**config.mk**
```make
export PLATFORM = sky130hd
export DESIGN_NAME = noc_flit_injector
export DESIGN_NICKNAME = d
export VERILOG_FILES = /design/src/rtl/noc_flit_injector.sv
export SDC_FILE = /design/constraint.sdc
export NUM_CORES = 1
export LEC_CHECK = 0
export BUFFER_PORTS_ARGS = -buffer_cell sky130_fd_sc_hd__buf_2
export CAP_MARGIN = 20
export CORE_ASPECT_RATIO = 0.7
export CORE_MARGIN = 8
export CORE_UTILIZATION = 26
export CTS_CLUSTER_SIZE = 20
export DETAILED_ROUTE_END_ITERATION = 8
export HOLD_SLACK_MARGIN = 0.15
export PLACE_DENSITY = 0.43
export SYNTH_ARGS = -nofsm -noshare
export SYNTH_HDL_FRONTEND = slang
export SYNTH_SLANG_ARGS = --single-unit
export TNS_END_PERCENT = 5
```
**constraint.sdc**
```tcl
create_clock -name sys_clk -period 3.5 [get_ports sys_clk]
set_input_delay 0.7 -clock sys_clk [delete_from_list [all_inputs] [get_ports sys_clk]]
set_output_delay 0.7 -clock sys_clk [all_outputs]
set_load 0.01 [all_outputs]
```
**src/rtl/noc_flit_injector.sv**
```systemverilog
// Packetizing, credit-tracked flit injector for one CONNECT network send port.
// Buffers 64-bit payload words, stamps dest/vc/tail, and issues only while credit remains.
module noc_flit_injector #(
  parameter int         FIFO_DEPTH = 4,
  parameter int         BUF_DEPTH  = 16,
  parameter logic [1:0] VC         = 2'd0
) (
  input  logic        sys_clk,
  input  logic        reset,
  // Producer stream: a word transfers on a rising edge where s_valid && s_ready;
  // s_ready depends only on FIFO occupancy, never on s_valid.
  input  logic        s_valid,
  output logic        s_ready,
  input  logic [63:0] s_data,
  input  logic [4:0]  s_dest,
  input  logic        s_last,
  output logic [72:0] put_flit,
  output logic        en_put_flit,
  input  logic [2:0]  get_credits,
  output logic [4:0]  credits,
  output logic        credit_err,
  output logic        o_dbg_state
);

  localparam int             AW       = $clog2(FIFO_DEPTH);
  localparam logic [4:0]     CRED_MAX = 5'(BUF_DEPTH);
  localparam logic [AW:0]    OCC_MAX  = (AW+1)'(FIFO_DEPTH);

  typedef enum logic {ST_HEAD = 1'b0, ST_BODY = 1'b1} state_t;

  state_t        r_state, w_state_nxt;
  logic [4:0]    r_pkt_dest, w_dest;
  logic [69:0]   r_mem [FIFO_DEPTH];
  logic [AW-1:0] r_wr_ptr, r_rd_ptr;
  logic [AW:0]   r_occ;
  logic [4:0]    r_credits;
  logic          r_credit_err;
  logic [72:0]   r_put_flit;
  logic          r_en_put;
  logic          w_push, w_issue, w_cred_in;
  logic [69:0]   w_head;

  assign s_ready     = (r_occ < OCC_MAX);
  assign w_push      = s_valid && s_ready;
  assign w_issue     = (r_occ != '0) && (r_credits != '0);
  assign w_cred_in   = get_credits[2] && (get_credits[1:0] == VC);
  assign w_head      = r_mem[r_rd_ptr];

  assign put_flit    = r_put_flit;
  assign en_put_flit = r_en_put;
  assign credits     = r_credits;
  assign credit_err  = r_credit_err;
  assign o_dbg_state = r_state;

  // Only the head word carries a usable dest; body words reuse the latched one.
  always_comb begin
    w_state_nxt = r_state;
    w_dest      = r_pkt_dest;
    case (r_state)
      ST_HEAD: begin
        w_dest = s_dest;
        if (w_push && !s_last) w_state_nxt = ST_BODY;
      end
      ST_BODY: begin
        if (w_push && s_last) w_state_nxt = ST_HEAD;
      end
      default: w_state_nxt = ST_HEAD;
    endcase
  end

  always_ff @(posedge sys_clk or posedge reset) begin
    if (reset) begin
      r_state    <= ST_HEAD;
      r_pkt_dest <= '0;
    end else begin
      r_state <= w_state_nxt;
      if (w_push && (r_state == ST_HEAD)) r_pkt_dest <= s_dest;
    end
  end

  always_ff @(posedge sys_clk) begin
    if (w_push) r_mem[r_wr_ptr] <= {s_last, w_dest, s_data};
  end

  always_ff @(posedge sys_clk or posedge reset) begin
    if (reset) begin
      r_wr_ptr <= '0;
      r_rd_ptr <= '0;
      r_occ    <= '0;
    end else begin
      if (w_push)  r_wr_ptr <= r_wr_ptr + 1'b1;
      if (w_issue) r_rd_ptr <= r_rd_ptr + 1'b1;
      case ({w_push, w_issue})
        2'b10:   r_occ <= r_occ + 1'b1;
        2'b01:   r_occ <= r_occ - 1'b1;
        default: r_occ <= r_occ;
      endcase
    end
  end

  // A return that would exceed the router buffer depth is dropped and flagged.
  always_ff @(posedge sys_clk or posedge reset) begin
    if (reset) begin
      r_credits    <= CRED_MAX;
      r_credit_err <= 1'b0;
    end else if (w_cred_in && !w_issue) begin
      if (r_credits == CRED_MAX) r_credit_err <= 1'b1;
      else                       r_credits    <= r_credits + 1'b1;
    end else if (!w_cred_in && w_issue) begin
      r_credits <= r_credits - 1'b1;
    end
  end

  always_ff @(posedge sys_clk or posedge reset) begin
    if (reset) begin
      r_en_put   <= 1'b0;
      r_put_flit <= '0;
    end else begin
      r_en_put   <= w_issue;
      r_put_flit <= w_issue ? {1'b1, w_head[69], w_head[68:64], VC, w_head[63:0]} : '0;
    end
  end

endmodule
```
# Yosys cells after proc, flatten, opt, wreduce, memory -nomap -nowiden
# Memories as Yosys holds them, arrays and structs flattened.
# Index checks and enable logic that the tools add are counted.
# word_totals
word_cells,51
register_bits,93
ram_bits,280
mem_count,1
out_inout_bits,82
in_bits,76
# classes
mux,11
bitwise_logic,1
reduce_logical,18
eq_ne,4
n_lt_le_gt_ge,1
n_addsub,6
# memory_table
memory,words,word_bits,rd,rd_ports_with_merged_regs,write_ports,line_no,source
r_mem,4,70,1,0,1,33,logic [69:0] r_mem [FIFO_DEPTH];
# ops
operator,n
$mux 73,1
$mux 5,4
$logic_and 1x1->1,8
$pmux 3 s2,1
$add 5x1->5 const B,1
$eq 5x5->1 const B,1
$reduce_bool 5->1,1
$sub 5x1->5 const B,1
$add 2x1->2 const B,2
$mux 1,4
$reduce_and 2->1,2
$reduce_bool 2->1,2
$add 3x1->3 const B,1
$logic_not 1->1,3
$lt 3x3->1 const B,1
$reduce_bool 3->1,1
$sub 3x1->3 const B,1
$eq 2x1->1 const B,1
$eq 2x2->1 const B,1
$logic_not 2->1,1
$ne 2x2->1 const B,1
$pmux 1 s2,1
$not 1->1,1

# Longest topological paths before layout
# Gate-level depths: netlist (run 1).
# depth
depth_word,6
ltp_mapped,11
ltp_nobuf,10

# Least setup slack after synthesis (run 1)
# Ideal clock, no wire load.
# synth_path
path_type,input port to flip-flop
startpoint,input port s_valid
endpoint,"memory r_mem[0][0], enable pin"
arrival_ps,2649
setup_ps,436
t_required_ps,3064
path_buffers,1
stages,3
setup_slack_ps,416
path_cell_list,nor2b_1 -> buf_2 -> and2_1
# synth_via
elab_chain_cells,3
# synth_rtl
item,line_no,source
from (decl),12,"input logic s_valid,"
$logic_and 1x1->1,44,assign w_push = s_valid && s_ready;
$mux 1,82,"if (w_push) r_mem[r_wr_ptr] <= {s_last, w_dest, s_data};"
$mux 1 (not written as such),82,
to (decl),33,
# No other way between the ends.

# Final worst setup path (run 1)
# layout_path
startpoint,register r_credits[0] (netlist: credits[0])
endpoint,register r_credits[4] (netlist: credits[4])
# layout_via
elab_chain_cells,6
word_cells_on_any_way,14
cone_classes,add/sub (2); eq/ne (2); mux (3); reduce/logical (7)
# layout_rtl
item,line_no,source
from (decl),36,logic [4:0] r_credits;
from (signal assigned),108,else r_credits <= r_credits + 1'b1;
from (signal assigned),110,r_credits <= r_credits - 1'b1;
"parallel branches: the longest is 6 deep, another holds $sub 5x1->5",--,
# Several ways; the timed one is not identified. The select of a mux whose other input is x is not followed.
# A chain may end at the register's enable or synchronous reset.

==> results.md, run 1 <==
- Standby leakage power: 6.08 nW
- Clock insertion delay at the later pin of the skew report: about 0.53 ns
- Gate count of the mapped netlist: about 640
- Number of buffers added by the clock tree synthesis step: 40
- Initial DRT Pass Iterations: 4
- Setup skew after layout: around 0.013 ns
- Startpoint kind of the worst setup timing path: register
- Commonest register cell after synthesis: edfxtp_1
- Residual DRC count: 0
- Data required, critical path: ~4.0 ns
- Critical-path top delay cell: nor4_2
- All-layer global routing usage: 0.110
- Worst-margin pin slew: a little under 1 ns
- Worst Path Class, Setup: reg2reg
- Share of async-settable or async-resettable flops after synthesis: 0.243
- Width of the chip: around 290 µm
- Final hold violations: 0
- I/O pin cnt: approximately 160
- Number of max-slew violations in the final report: 0
- Final weighted congestion in routability-driven placement: a little under 0.7
- Clock Path Buffers: 3
- Fin crit period: ~2.9 ns
- Largest cells by area after synthesis: edfxtp_1 62%, dfrtp_1 16%, mux4_2 12%
- Category of the worst setup path capture point: register
- Floorplan die area: roughly 60000 µm²
- Routed wire length on met2: between 10000 and 15000 µm
- Routed Wire Length: about 33000 µm
- Highest metal layer with signal wires: met5
- Routed length on met3: ~2400 µm
- Congestion Overflow GR: 0
- Routed vias/inst: between 4 and 5
- Largest driver fanout on the critical path: 8
- Dominant cell by count in the synthesized netlist: edfxtp_1
- Hold crit path type: in2async
- Power per standard cell area: approximately 900 nW/µm²
- First-pass GRT wire length: between 40000 and 50000 µm
- Flops & latches, synth: 370
- Initial Util: 0.262
- Final sum of negative setup slack: 0 ns
- Synth Cell Area: 13600 µm²
- Cell-by-cell listing of the critical path: nor4_2 > nand2b_4 > nand2_1 > nand2_1 > fa_1 > and3_1 > or2_1 > o31a_1 > o221ai_1
- Fraction of final layout cells with drive strength greater than 1: 0.383
- Pin count of the biggest net entering global routing: 77
- Die boundary height: 207 µm
- Overall power after layout: 14.6 mW
- Post-Route M1 WL: ~16000 µm
- YS warnings: 0
- Final setup violation count: 0
- Placement-stage worst setup slack: 0.681 ns
- RSZ-0062 raised after global routing: false
- Number of fill cells in the layout: between 5000 and 6000
- Vias post-DR: between 6000 and 7000
- Number of H-tree levels: 2
- Fmax: roughly 350 MHz
- Number of synthesized flops with an enable pin: 280
- Cell type contributing the most total cell area after synthesis: edfxtp_1
- Detailed-placement wirelength estimate: roughly 19000 µm
- Row count: 70
- Number of buffers added on ports: about 160
- Fin crit share: 0.816
- Clock-pin slew on the worst setup and hold paths: 0.07 ns
- Hold-fix buffers, CTS: 0
- Share of the synthesized area in the top cell type: 0.618
- Final hold slack: 0.344 ns
- Number of DRC violations after detailed-routing iteration 0: ~300
- CTS tree: built
- Buffers inserted during post-CTS setup optimization: 0
- Number of nets in the final layout: 901
- Most frequent cell on the critical path: nand2_1
- Cell variety after synth: 42
- Run status: completed
- Number of global-route vias before repair: around 7200
- Worst slew margin relative to its limit: 0.355
- Crit path arrival time: 3.30 ns
- Diodes inserted: 0
- Synthesized area per cell: 21.3 µm²
- Post-detailed-route wirelength per cell: approximately 22 µm
- CTS Root Cell: clkbuf_16
- Leading cell types by count after synthesis: 280 x edfxtp_1, 89 x dfrtp_1, 71 x and3_1
- Number of resized instances in the post-cts repair step: 0
- Number of maximum-capacitance constraint violations: 0
- Slack of the critical path: 0.644 ns
- Sequential element share of the synthesized area: 0.783
- Maximum resistive drop on vdd: 0.000467 V
- Initial antenna violation count: 6
- CTS sink count: 370
- Layout overhead on the synthesized area: 21.6%
- Floorplan core area: 51900 µm²
- Stage delay of the slowest cell on the critical path: around 0.54 ns
- Number of antenna-violating nets in the routed design: 0
[worst max-delay path, delay by kind of cell, from the launching register on]
kind	cells	cell delay [ns]
fa+ha+maj	1	0.47
flops	1	0.49
compound gates	2	0.46
simple gates	6	1.36
[state kept, by name, indices dropped and copies added, names as in the netlist, 2 cells and up, named ones only]
name / cells
r_rd_ptr: 2
r_occ: 3
put_flit: 70
r_mem: 280
r_wr_ptr: 2
credits: 5
r_pkt_dest: 5
[final timing paths]
path	cells past startpoint	slack [ns]	endpoint	from
min in group sys_clk	1	0.39	r_mem[0][13]	s_data[13]
worst max-delay path	9	0.64	credits[4]	credits[0]
worst min-delay path	2	0.34	put_flit[31]	reset
max in group asynchronous	3	2.39	credits[4]	reset
worst max register to register	9	0.64	credits[4]	credits[0]
worst min register to register	1	0.50	r_pkt_dest[2]	r_pkt_dest[2]
[where the power goes]
group	internal [mW]	switching, mW	leakage (nW)
sequential	5.83	0.503	3.63
combinational	1.91	2.13	1.83
clock	2.51	1.67	0.628
total	10.2	4.31	6.08
[cell type report]
type | count | area, µm² | share of cell area
Clock buffer | 61 | 1160 | 0.0701
Clock inverter | 11 | 133 | 0.00801
Inverter | 10 | 40.0 | 0.00242
Multi-Input combinational cell | 221 | 2720 | 0.164
Sequential cell | 370 | 10700 | 0.644
Tap cell | 684 | 856 | 0.0517
Timing Repair Buffer | 172 | 978 | 0.0591
[through the flow]
| step | instance area, µm² | cells | utilization |
|---|---|---|---|
| final | 16600 | 1529 | 0.319 |
| after global routing | 16600 | 1529 | 0.319 |
| after CTS | 16600 | 1529 | 0.319 |
| after detailed placement | 15300 | 1457 | 0.294 |
| after global placement | 15300 | 1457 | 0.294 |
| after floorplan | 13600 | 640 | - |
[placed cells by master, fill, tap and decap left out, types with 3 or more instances in the layout]
cell       instances
edfxtp_1         280
buf_2            155
dfrtp_1           87
and3_1            71
mux4_2            70
clkbuf_16         41
clkbuf_1          14
buf_4             11
mux2_2            10
inv_1              9
nand2_1            8
ha_1               8
xnor2_1            7
clkbuf_8           6
buf_12             6
and2_4             4
nor2_1             4
o221ai_1           4
xor2_1             3
mux2i_1            3
a22oi_1            3
clkinv_1           3
bufinv_16          3
clkinv_2           3
[per-layer routing]
layer	vias to the layer above	track usage
met5	-	0
met2	160	0.158
li1	2895	-
met3	68	0.0317
met1	3439	0.161
met4	12	0.0252
[cell families after synthesis]
logic type	after synthesis	share of synthesized area
flops	370	0.783
simple gates	98	0.0439
mux	83	0.126
buf+inv	49	0.0191
compound gates	18	0.0106
fa+ha+maj	10	0.0103
xor+xnor	10	0.00643
other cells	1	0.000275
Power figures use the tool's default switching activity.
==> run 2, diff against run 1 <==
--- a/config.mk
+++ b/config.mk
@@ -5,6 +5,7 @@
 export SDC_FILE = /design/constraint.sdc
 export NUM_CORES = 1
 export LEC_CHECK = 0
+export ABC_AREA = 1
 export BUFFER_PORTS_ARGS = -buffer_cell sky130_fd_sc_hd__buf_2
 export CAP_MARGIN = 20
 export CORE_ASPECT_RATIO = 0.7
==> constraint.sdc (replaced) <==
create_clock -name sys_clk -period 2.85 [get_ports sys_clk]
set_input_delay 0.57 -clock sys_clk [delete_from_list [all_inputs] [get_ports sys_clk]]
set_output_delay 0.57 -clock sys_clk [all_outputs]
set_load 0.01 [all_outputs]
==> run 2 against run 1 <==
Against the previous run:
- fmax is 27% higher
- critical path depth grew 5
- final area increased by 1.3%
- final cell count increased by 25%
- first-iteration DRC count up 43%
- largest cell class unchanged
==> results.md, run 2 <==
- Worst Path Class, Setup: reg2reg
- Final sum of negative setup slack: 0 ns
- I/O pin cnt: around 160
- Final weighted congestion in routability-driven placement: roughly 0.7
- Fmax: 445 MHz
- Number of buffers added by the clock tree synthesis step: 41
- Gate count of the mapped netlist: slightly above 1000
- Final hold violations: 0
- Run status: completed
- Most frequent cell on the critical path: nand3_1
- R2R Path Start: credits[0]
- Worst reg-to-reg path cell count: 14
- Largest driver fanout on the critical path: 5
- Worst Min Path Start: s_data[37]
- Pin count of the biggest net entering global routing: 71
- Most frequent cells in the layout: 286 x nor2_1, 280 x edfxtp_1, 155 x buf_2, 95 x o21ai_1, 87 x dfrtp_1
- Share of async-settable or async-resettable flops after synthesis: 0.243
- End point of the most critical hold path: r_mem[2][37]
- Startpoint kind of the worst setup timing path: register
- Number of H-tree levels: 2
- Setup skew after layout: 0.0110 ns
- Post-detailed-route wirelength per cell: around 18 µm
- Die boundary height: 208 µm
- Routed vias/inst: 4.23
- Largest cells by area after synthesis: edfxtp_1 61%, dfrtp_1 16%, nor2_1 7.9%
- Cell variety after synth: 29
- R2R Setup Slk: around 0.60 ns
- Cell area after placement: about 15000 µm²
- Congestion Overflow GR: 0
- Clock insertion delay at the later pin of the skew report: roughly 0.53 ns
- Clock-pin slew on the worst setup and hold paths: approximately 0.06 ns
- Worst-margin pin slew: 0.727 ns
- Number of buffers added on ports: about 160
- Stage delay of the slowest cell on the critical path: about 0.44 ns
- Number of antenna-violating nets in the routed design: 0
- Routed Wire Length: 34200 µm
- Commonest register cell after synthesis: edfxtp_1
- Flops & latches, synth: 370
- Worst slew margin relative to its limit: 0.516
- Number of maximum-capacitance constraint violations: 0
- Row count: 70
- Hold crit path type: in2reg
- Power per standard cell area: around 1100 nW/µm²
- Fin crit period: approximately 2.2 ns
- CTS sink count: 370
- Standby leakage power: a little over 6 nW
- Synthesized area per cell: roughly 13 µm²
- Fin crit share: 0.789
- Overall power after layout: around 19 mW
- Width of the chip: a little under 300 µm
- Utilization after layout: 0.321
- Number of fill cells in the layout: 5216
- Final non-filler cell area: roughly 17000 µm²
- Cell type contributing the most total cell area after synthesis: edfxtp_1
- Most frequent standard cell in the layout excluding fill and tap cells: nor2_1
- YS warnings: 0
- Vias post-DR: between 8000 and 9000
- Finished Layout Cells: about 1900
- Synth Cell Area: roughly 14000 µm²
- Slack of the critical path: ~0.6 ns
- Crit path arrival time: 2.72 ns
- Cell-by-cell listing of the critical path: nor2_1 > nand3_1 > nand2_4 > inv_4 > nor2_2 > inv_2 > fa_1 > nand3_1 > nand3_1 > inv_1 > nand3_1 > nand3_1 > nand2_1 > inv_1
- FF-to-FF End: credits[4]
- Leading cell types by count after synthesis: 290 x nor2_1, 280 x edfxtp_1, 95 x o21ai_1
- Final setup violation count: 0
- RSZ-0062 raised after global routing: false
- Initial DRT Pass Iterations: 5
- Final hold slack: 0.253 ns
- Initial antenna violation count: 7
- Dominant cell by count in the synthesized netlist: nor2_1
- CTS Root Cell: clkbuf_16
- Number of nets in the final layout: about 1300
- Detailed-placement wirelength estimate: between 15000 and 20000 µm
- Floorplan die area: 60500 µm²
- All-layer global routing usage: 0.111
- Data required, critical path: around 3.3 ns
- Placement-stage worst setup slack: ~0.61 ns
- Initial Util: 0.263
- Critical-path top delay cell: dfrtp_1
- Placed cell count: 1838
- Largest reg by FF count: r_mem
- Category of the worst setup path capture point: register
- Number of max-slew violations in the final report: 0
- Layout overhead on the synthesized area: 22.3%
- First-pass GRT wire length: ~53000 µm
- Share of the synthesized area in the top cell type: 0.613
- Fraction of final layout cells with drive strength greater than 1: 0.214
- Sequential element share of the synthesized area: 0.777
- Largest register FFs: 280
- CTS tree: built
- Number of resized instances in the post-cts repair step: 0
- Number of global-route vias before repair: around 8300
- Number of DRC violations after detailed-routing iteration 0: roughly 430
- Worst hold stages: 1
- Floorplan core area: ~52000 µm²
- Residual DRC count: 0
- Clock Path Buffers: 3
- Number of synthesized flops with an enable pin: 280
- Buffers inserted during post-CTS setup optimization: 0
- Maximum resistive drop on vdd: approximately 0.00044 V
-- run 2: cell count changes in the layout (fill, tap and decap cells not counted), moves of 5 or more --
cell      change
clkbuf_1      -8
xnor2_1       -6
clkinv_2      +5
a21oi_1      +71
nand2_1      +17
o21ai_1      +94
o21ai_0      +57
and3_1       -71
inv_1        +10
mux2_2       -10
nand3_1      +12
nor2_1      +282
mux4_2       -70
-- run 2: layout make-up --
cell class	count	area (µm²)	area share
inverters	25	103	0.00611
flip-flops and latches	370	10700	0.636
clock buffers	51	1100	0.0658
multi-input cells	581	2680	0.160
repair buffers	179	1060	0.0631
diodes	1	2.50	0.000149
well taps	684	856	0.0510
clock inverters	22	308	0.0183
-- run 2: cells by family (layout without fill, tap and decap cells) --
group                    after synthesis  count (layout)  synth area share
AO/OA/AOI/OAI                        227             227            0.0832
XOR/XNOR                               7               7           0.00447
adder cells (fa/ha/maj)               10              10            0.0102
buffers and inverters                 85             277            0.0307
flip-flops                           370             370             0.777
other                                  1               3          0.000273
AND/OR/NAND/NOR                      335             335            0.0942
-- run 2: how the worst max path moves through the flow --
stage	endpoint	startpoint
after floorplan	r_mem[0][0]	s_valid
after global placement	r_occ[2]	s_valid
after detailed placement	r_occ[2]	s_valid
after CTS	credits[4]	credits[0]
after global routing	credits[4]	credits[0]
final	credits[4]	credits[0]
-- run 2: worst max-delay path: cells and delay by family (launching register included) --
| kind | cells | cell delay (ns) |
|---|---|---|
| simple gates | 9 | 1.03 |
| buf+inv | 4 | 0.30 |
| flops | 1 | 0.44 |
| fa+ha+maj | 1 | 0.41 |
-- run 2: timing repair --
action / in CTS / in global routing
hold buffers: 1 / 0
setup endpoints to repair: 0 / 0
endpoints found under the hold margin: 29 / 0
-- run 2: routing by layer --
layer | global-route usage | vias up | wire length [µm]
met1 | 0.151 | 3938 | 16300
met3 | 0.0294 | 55 | 1750
met2 | 0.176 | 148 | 15500
met5 | 0 | - | 61
li1 | - | 3932 | -
met4 | 0.0249 | 10 | 549
-- run 2: power by group --
part           switching (mW)  leakage [nW]  internal, mW  total (mW)
Combinational            3.81          1.91          1.85        5.66
Clock                    2.16         0.690          3.39        5.55
Sequential              0.413          3.63          7.16        7.58
Total                    6.38          6.24          12.4        18.8
